==> config.mk <==
export PLATFORM = sky130hd
export DESIGN_NAME = updown_counter_param
export DESIGN_NICKNAME = d
export VERILOG_FILES = /design/src/rtl/counter_pkg.sv /design/src/rtl/count_bound_detect.sv /design/src/rtl/updown_counter_param.sv
export SDC_FILE = /design/constraint.sdc
export NUM_CORES = 1
export LEC_CHECK = 0
export BUFFER_PORTS_ARGS = -buffer_cell sky130_fd_sc_hd__buf_2
export CAP_MARGIN = 20
export CORE_AREA = 2 2 39 41
export DETAILED_ROUTE_END_ITERATION = 6
export DIE_AREA = 0 0 41 43
export MAX_ROUTING_LAYER = met4
export PLACE_DENSITY_LB_ADDON = 0.1
export SETUP_SLACK_MARGIN = 0.5
export SYNTH_ARGS = -nofsm -noshare
export SYNTH_HDL_FRONTEND = slang
export SYNTH_HIERARCHICAL = 1
export SYNTH_SLANG_ARGS = --single-unit
export TNS_END_PERCENT = 50
==> constraint.sdc <==
create_clock -name Clk -period 1.4 [get_ports Clk]
set_input_delay 0.07 -clock Clk [delete_from_list [all_inputs] [get_ports Clk]]
set_output_delay 0.07 -clock Clk [all_outputs]
set_load 0.1 [all_outputs]
==> src/rtl/counter_pkg.sv <==
// Shared constants and helpers for the parametrised counter family.
// Direction/mode encodings and the bound computation live here.
package counter_pkg;

  localparam logic DIR_DOWN = 1'b0;
  localparam logic DIR_UP   = 1'b1;

  localparam int MODE_WRAP     = 0;
  localparam int MODE_SATURATE = 1;

  // MODULUS-1 truncated to the counter width
  function automatic logic [31:0] max_count(
    input int unsigned modulus,
    input int unsigned width
  );
    logic [31:0] m;
    m = 32'(modulus - 1);
    if (width < 32)
      m = m & ((32'd1 << width) - 32'd1);
    return m;
  endfunction

endpackage

==> src/rtl/count_bound_detect.sv <==
// Combinational bound detection for the up/down counter.
// Shared by the next-state logic and the TerminalCount output.
module count_bound_detect
  import counter_pkg::*;
#(
  parameter int WIDTH   = 4,
  parameter int MODULUS = 2**WIDTH
) (
  input  logic [WIDTH-1:0] count,
  input  logic             up,
  output logic             at_max,
  output logic             at_min,
  output logic             tc
);

  localparam logic [WIDTH-1:0] MAXC =
    WIDTH'(max_count(MODULUS, WIDTH));

  always_comb begin
    at_max = (count == MAXC);
    at_min = (count == '0);
    tc     = (up == DIR_UP) ? at_max : at_min;
  end

endmodule

==> src/rtl/updown_counter_param.sv <==
// Parametrised up/down counter with load, enable, wrap/saturate.
// Wrap is a registered pulse aligned with the wrapped Count value.
module updown_counter_param
  import counter_pkg::*;
#(
  parameter int WIDTH    = 4,
  parameter int MODULUS  = 2**WIDTH,
  parameter int SATURATE = MODE_WRAP
) (
  input  logic             Clk,
  input  logic             reset,
  input  logic             Enable,
  input  logic             UpOrDown,
  input  logic             Load,
  input  logic [WIDTH-1:0] LoadValue,
  output logic [WIDTH-1:0] Count,
  output logic             TerminalCount,
  output logic             Wrap
);

  localparam logic [WIDTH-1:0] MAXC =
    WIDTH'(max_count(MODULUS, WIDTH));
  localparam bit SAT = (SATURATE == MODE_SATURATE);

  logic at_max;
  logic at_min;

  count_bound_detect #(
    .WIDTH   (WIDTH),
    .MODULUS (MODULUS)
  ) u_bound (
    .count  (Count),
    .up     (UpOrDown),
    .at_max (at_max),
    .at_min (at_min),
    .tc     (TerminalCount)
  );

  always_ff @(posedge Clk) begin
    if (reset) begin
      Count <= '0;
      Wrap  <= 1'b0;
    end else if (Load) begin
      Count <= (LoadValue > MAXC) ? MAXC : LoadValue;
      Wrap  <= 1'b0;
    end else if (Enable) begin
      if (UpOrDown == DIR_UP) begin
        if (!at_max) begin
          Count <= Count + WIDTH'(1);
          Wrap  <= 1'b0;
        end else if (SAT) begin
          Wrap  <= 1'b0;
        end else begin
          Count <= '0;
          Wrap  <= 1'b1;
        end
      end else begin
        if (!at_min) begin
          Count <= Count - WIDTH'(1);
          Wrap  <= 1'b0;
        end else if (SAT) begin
          Wrap  <= 1'b0;
        end else begin
          Count <= MAXC;
          Wrap  <= 1'b1;
        end
      end
    end else begin
      Wrap <= 1'b0;
    end
  end

endmodule

==> results.sh <==
export IMPL_power_density_nw_per_um2=898
export IMPL_switchingPower_uw=290
export IMPL_clock_tree_root_cell="sky130_fd_sc_hd__clkbuf_4"
export IMPL_dominant_combinational_cell_family_by_area_after_synthesis="compound AO/OA/AOI/OAI gates"
export IMPL_initialDrtViolationCount=5
export IMPL_timing_final_crit_period_ns=1.55
export IMPL_fin_worst_hold_slack_ns=0.0551
export IMPL_drv_max_cap_violation_count=0
export IMPL_total_cts_buffers=3
export IMPL_final_min_period_over_clock_period_pct=111
export IMPL_switching_share_pct=41.2
export IMPL_dieWidth_um=41
export IMPL_startpoint_type="flip-flop"
export IMPL_endpoints_failing_setup=4
export IMPL_cp_end_kind="flip-flop"
export IMPL_crit_required_ns=1.57
export IMPL_report_final_hold_viol_count=0
export IMPL_achievable_frequency_mhz=645
export IMPL_cts_tree="yes"
export IMPL_static_leakage_power_uw=0.000337
export IMPL_worstHoldStart="LoadValue[1]"
export IMPL_p_int_uw=414
export IMPL_muxShareOfSynthArea_pct=3.65
export IMPL_worst_path_max_fanout=3
export IMPL_synth_area_top_cells="sky130_fd_sc_hd__dfxtp_1 (24%), sky130_fd_sc_hd__a21oi_1 (7.3%), sky130_fd_sc_hd__ha_1 (6.1%), sky130_fd_sc_hd__inv_1 (5.5%), sky130_fd_sc_hd__nor4_4 (5.2%)"
export IMPL_routed_via_count=492
export IMPL_rsz_0062_raised_after_global_routing="yes"
export IMPL_remaining_drc_errors=0
export IMPL_area_growth_pct=90.6
export IMPL_start_util_pct=29.7
export IMPL_grt_use_total_pct=18.7
export IMPL_critical_path_at_ns=1.72
export IMPL_num_io_pins=15
export IMPL_sink_of_the_worst_hold_path="Count[1]$_SDFFE_PP0P_"
export IMPL_complex_gate_fraction_of_the_synthesized_area_pct=34.0
export IMPL_r2r_worst_path_cells=5
export IMPL_number_of_global_route_vias_before_repair=443
export IMPL_route_detailed_vias_per_inst=5.53
export IMPL_drive_gt1_share_pct=64.4
export IMPL_antenna_cells=0
export IMPL_failing_checks="negative setup slack"
export IMPL_layout_filler_cells=127
export IMPL_numPortBuffers=14
export IMPL_clock_tree_buffer_depth=2
export IMPL_wl_per_cell_um=14.9
export IMPL_die_area_sq_um=1760
export IMPL_synthDominantCellAreaShare_pct=24.3
export IMPL_cts_sinks=5
export IMPL_run_status="finished with violations"
export IMPL_wl_mm=1.33
export IMPL_setup_ws_ns=-0.150
export IMPL_p_seq_share_pct=24.5
export IMPL_drt_antenna_violating_nets=0
export IMPL_clockPowerShare_pct=26.1
export IMPL_post_dp_hpwl_um=941
export IMPL_clkLatencyLatePin_ns=0.26
export IMPL_detailed_place_area_sq_um=569
export IMPL_setup_worst_path_class="flip-flop to flip-flop"
export IMPL_nNetsFinal=85
export IMPL_fin_area_sq_um=785
export IMPL_most_numerous_cell_types_in_the_synthesized_netlist="sky130_fd_sc_hd__a21oi_1 (6), sky130_fd_sc_hd__inv_1 (6), sky130_fd_sc_hd__dfxtp_1 (5)"
export IMPL_yosys_warn_count=6
export IMPL_synth_adder_area_share_pct=6.08
export IMPL_floorplan_core_area_sq_um=1380
export IMPL_cell_count_of_the_worst_hold_path=3
export IMPL_r2r_start="Count[3]$_SDFFE_PP0P_"
export IMPL_yosysSeqAreaShare_pct=24.3
export IMPL_largest_net_degree_at_the_start_of_global_routing=11
export IMPL_grt_pass1_wl_mm=2.08
export IMPL_netlist_cell_type_count=28
export IMPL_synthXorXnorAreaFrac_pct=4.26
export IMPL_timing_final_max_slew_violations=0
export IMPL_hp_class="primary input to flip-flop"
export IMPL_synth_ff_type="sky130_fd_sc_hd__dfxtp_1"
export IMPL_regToRegEndpoint="Count[2]$_SDFFE_PP0P_"
export IMPL_fin_skew_ns=0.00627
export IMPL_synth_simple_gate_area_share_pct=18.5
export IMPL_drt_pass1_iterations=4
export IMPL_rows=14
export IMPL_postSynth_asyncResetShare_pct=0
export IMPL_p_comb_share_pct=49.3
export IMPL_number_of_antenna_violations_at_the_first_check_in_global_routing=0
export IMPL_synth_seq_cells=5
export IMPL_htree_levels=1
export IMPL_syn_num_nets=57
export IMPL_synthCells=46
export IMPL_post_synth_cell_area_avg_sq_um=8.95
export IMPL_ctsHoldBuffers=0
export IMPL_synth_largest_area_cell="sky130_fd_sc_hd__dfxtp_1"
export IMPL_grt_remaining_overflow=0
export IMPL_die_height_um=43
export IMPL_place_gp_congestion=0.758
export IMPL_timing_max_slew_rel_slack_pct=81.2
export IMPL_regToRegSetupSlack_ns=-0.15
export IMPL_clk_pin_slew_ns=0.05
export IMPL_pre_cts_slack_ns=-0.122
export IMPL_synth_cell_area_sq_um=412
export IMPL_worst_slew_pin_transition_ns=0.279
export IMPL_ir_drop_uv=410
export IMPL_number_of_enable_flip_flop_cells_after_synthesis=0
-- kinds of logic after synthesis --
logic type               Yosys count
XOR/XNOR                           2
multiplexers                       1
AND/OR/NAND/NOR                   10
AO/OA/AOI/OAI                     18
adder cells (fa/ha/maj)            2
flip-flops                         5
buffers and inverters              8
-- final cells by class --
type	instances	area [sq um]	area share [%]
multi-input combinational	33	347	44.2
timing repair buffer	25	254	32.4
sequential	5	115	14.7
clock buffer	4	26.3	3.35
inverter	6	22.5	2.87
tap	16	20.0	2.55
-- what timing repair did --
action                                  CTS  global route
endpoints found under the setup margin   11            11
resized for setup                        29             6
buffers inserted                          3             1
pin swaps                                 7             5
endpoints found under the hold margin     0             0
-- cell usage in the layout (no fill, tap or decap), drive strengths merged, types with 2 or more instances in the layout --
cell | synthesis | final
ha | 2 | 2
a221o | 2 | 2
inv | 6 | 6
clkbuf | 1 | 4
nand2b | 2 | 2
o21bai | 2 | 2
a221oi | 2 | 2
a21oi | 6 | 6
buf | 1 | 25
nand2 | 2 | 2
dfxtp | 5 | 5
-- layer usage --
layer	global-route usage, %	wire, um
met5	-	0
met1	24.7	559
met2	24.4	677
met3	4.71	44
met4	12.0	45
-- flip-flops by register name, indices dropped and copies added (netlist names) --
name	count
Count	4
Wrap	1
-- through the flow --
| step | setup TNS, ns | cells | power (uW) | utilization, % |
|---|---|---|---|---|
| 2_1_floorplan | -0.510 | 46 | 354 | - |
| 3_3_place_gp | -0.310 | 81 | 428 | 41.1 |
| 3_5_place_dp | -0.338 | 81 | 429 | 41.1 |
| 4_1_cts | -0.313 | 88 | 685 | 54.1 |
| 5_1_grt | -0.675 | 89 | 736 | 56.7 |
| 6_report | -0.299 | 89 | 704 | 56.7 |
-- power by group through the flow --
stage / sequential (uW) / combinational [uW] / clock (uW)
after floorplan: 251 / 103 / 0
final: 173 / 347 / 184
after detailed placement: 175 / 254 / 0
after global placement: 174 / 254 / 0
after global routing: 175 / 366 / 196
after CTS: 173 / 333 / 179
-- critical path, stage by stage (launching register included) --
cell and delay [ns]:
sky130_fd_sc_hd__dfxtp_4 0.35, sky130_fd_sc_hd__nor4_4 0.31, sky130_fd_sc_hd__nor2_2 0.07, sky130_fd_sc_hd__a22o_1 0.21, sky130_fd_sc_hd__a221o_1 0.31, sky130_fd_sc_hd__a221oi_2 0.21
-- worst max path at each step --
| stage | start | end | slack [ns] | depth (start not counted) |
|---|---|---|---|---|
| after global placement | Count[2]$_SDFFE_PP0P_ | Count[2]$_SDFFE_PP0P_ | -0.12 | 5 |
| final | Count[3]$_SDFFE_PP0P_ | Count[2]$_SDFFE_PP0P_ | -0.15 | 5 |
| after detailed placement | Count[2]$_SDFFE_PP0P_ | Count[2]$_SDFFE_PP0P_ | -0.12 | 5 |
| after global routing | Count[3]$_SDFFE_PP0P_ | Count[2]$_SDFFE_PP0P_ | -0.24 | 5 |
| after CTS | Count[2]$_SDFFE_PP0P_ | Count[2]$_SDFFE_PP0P_ | -0.13 | 5 |
| after floorplan | Count[2]$_SDFFE_PP0P_ | Count[2]$_SDFFE_PP0P_ | -0.27 | 5 |
Note: power is estimated with default switching activity, not from simulation.
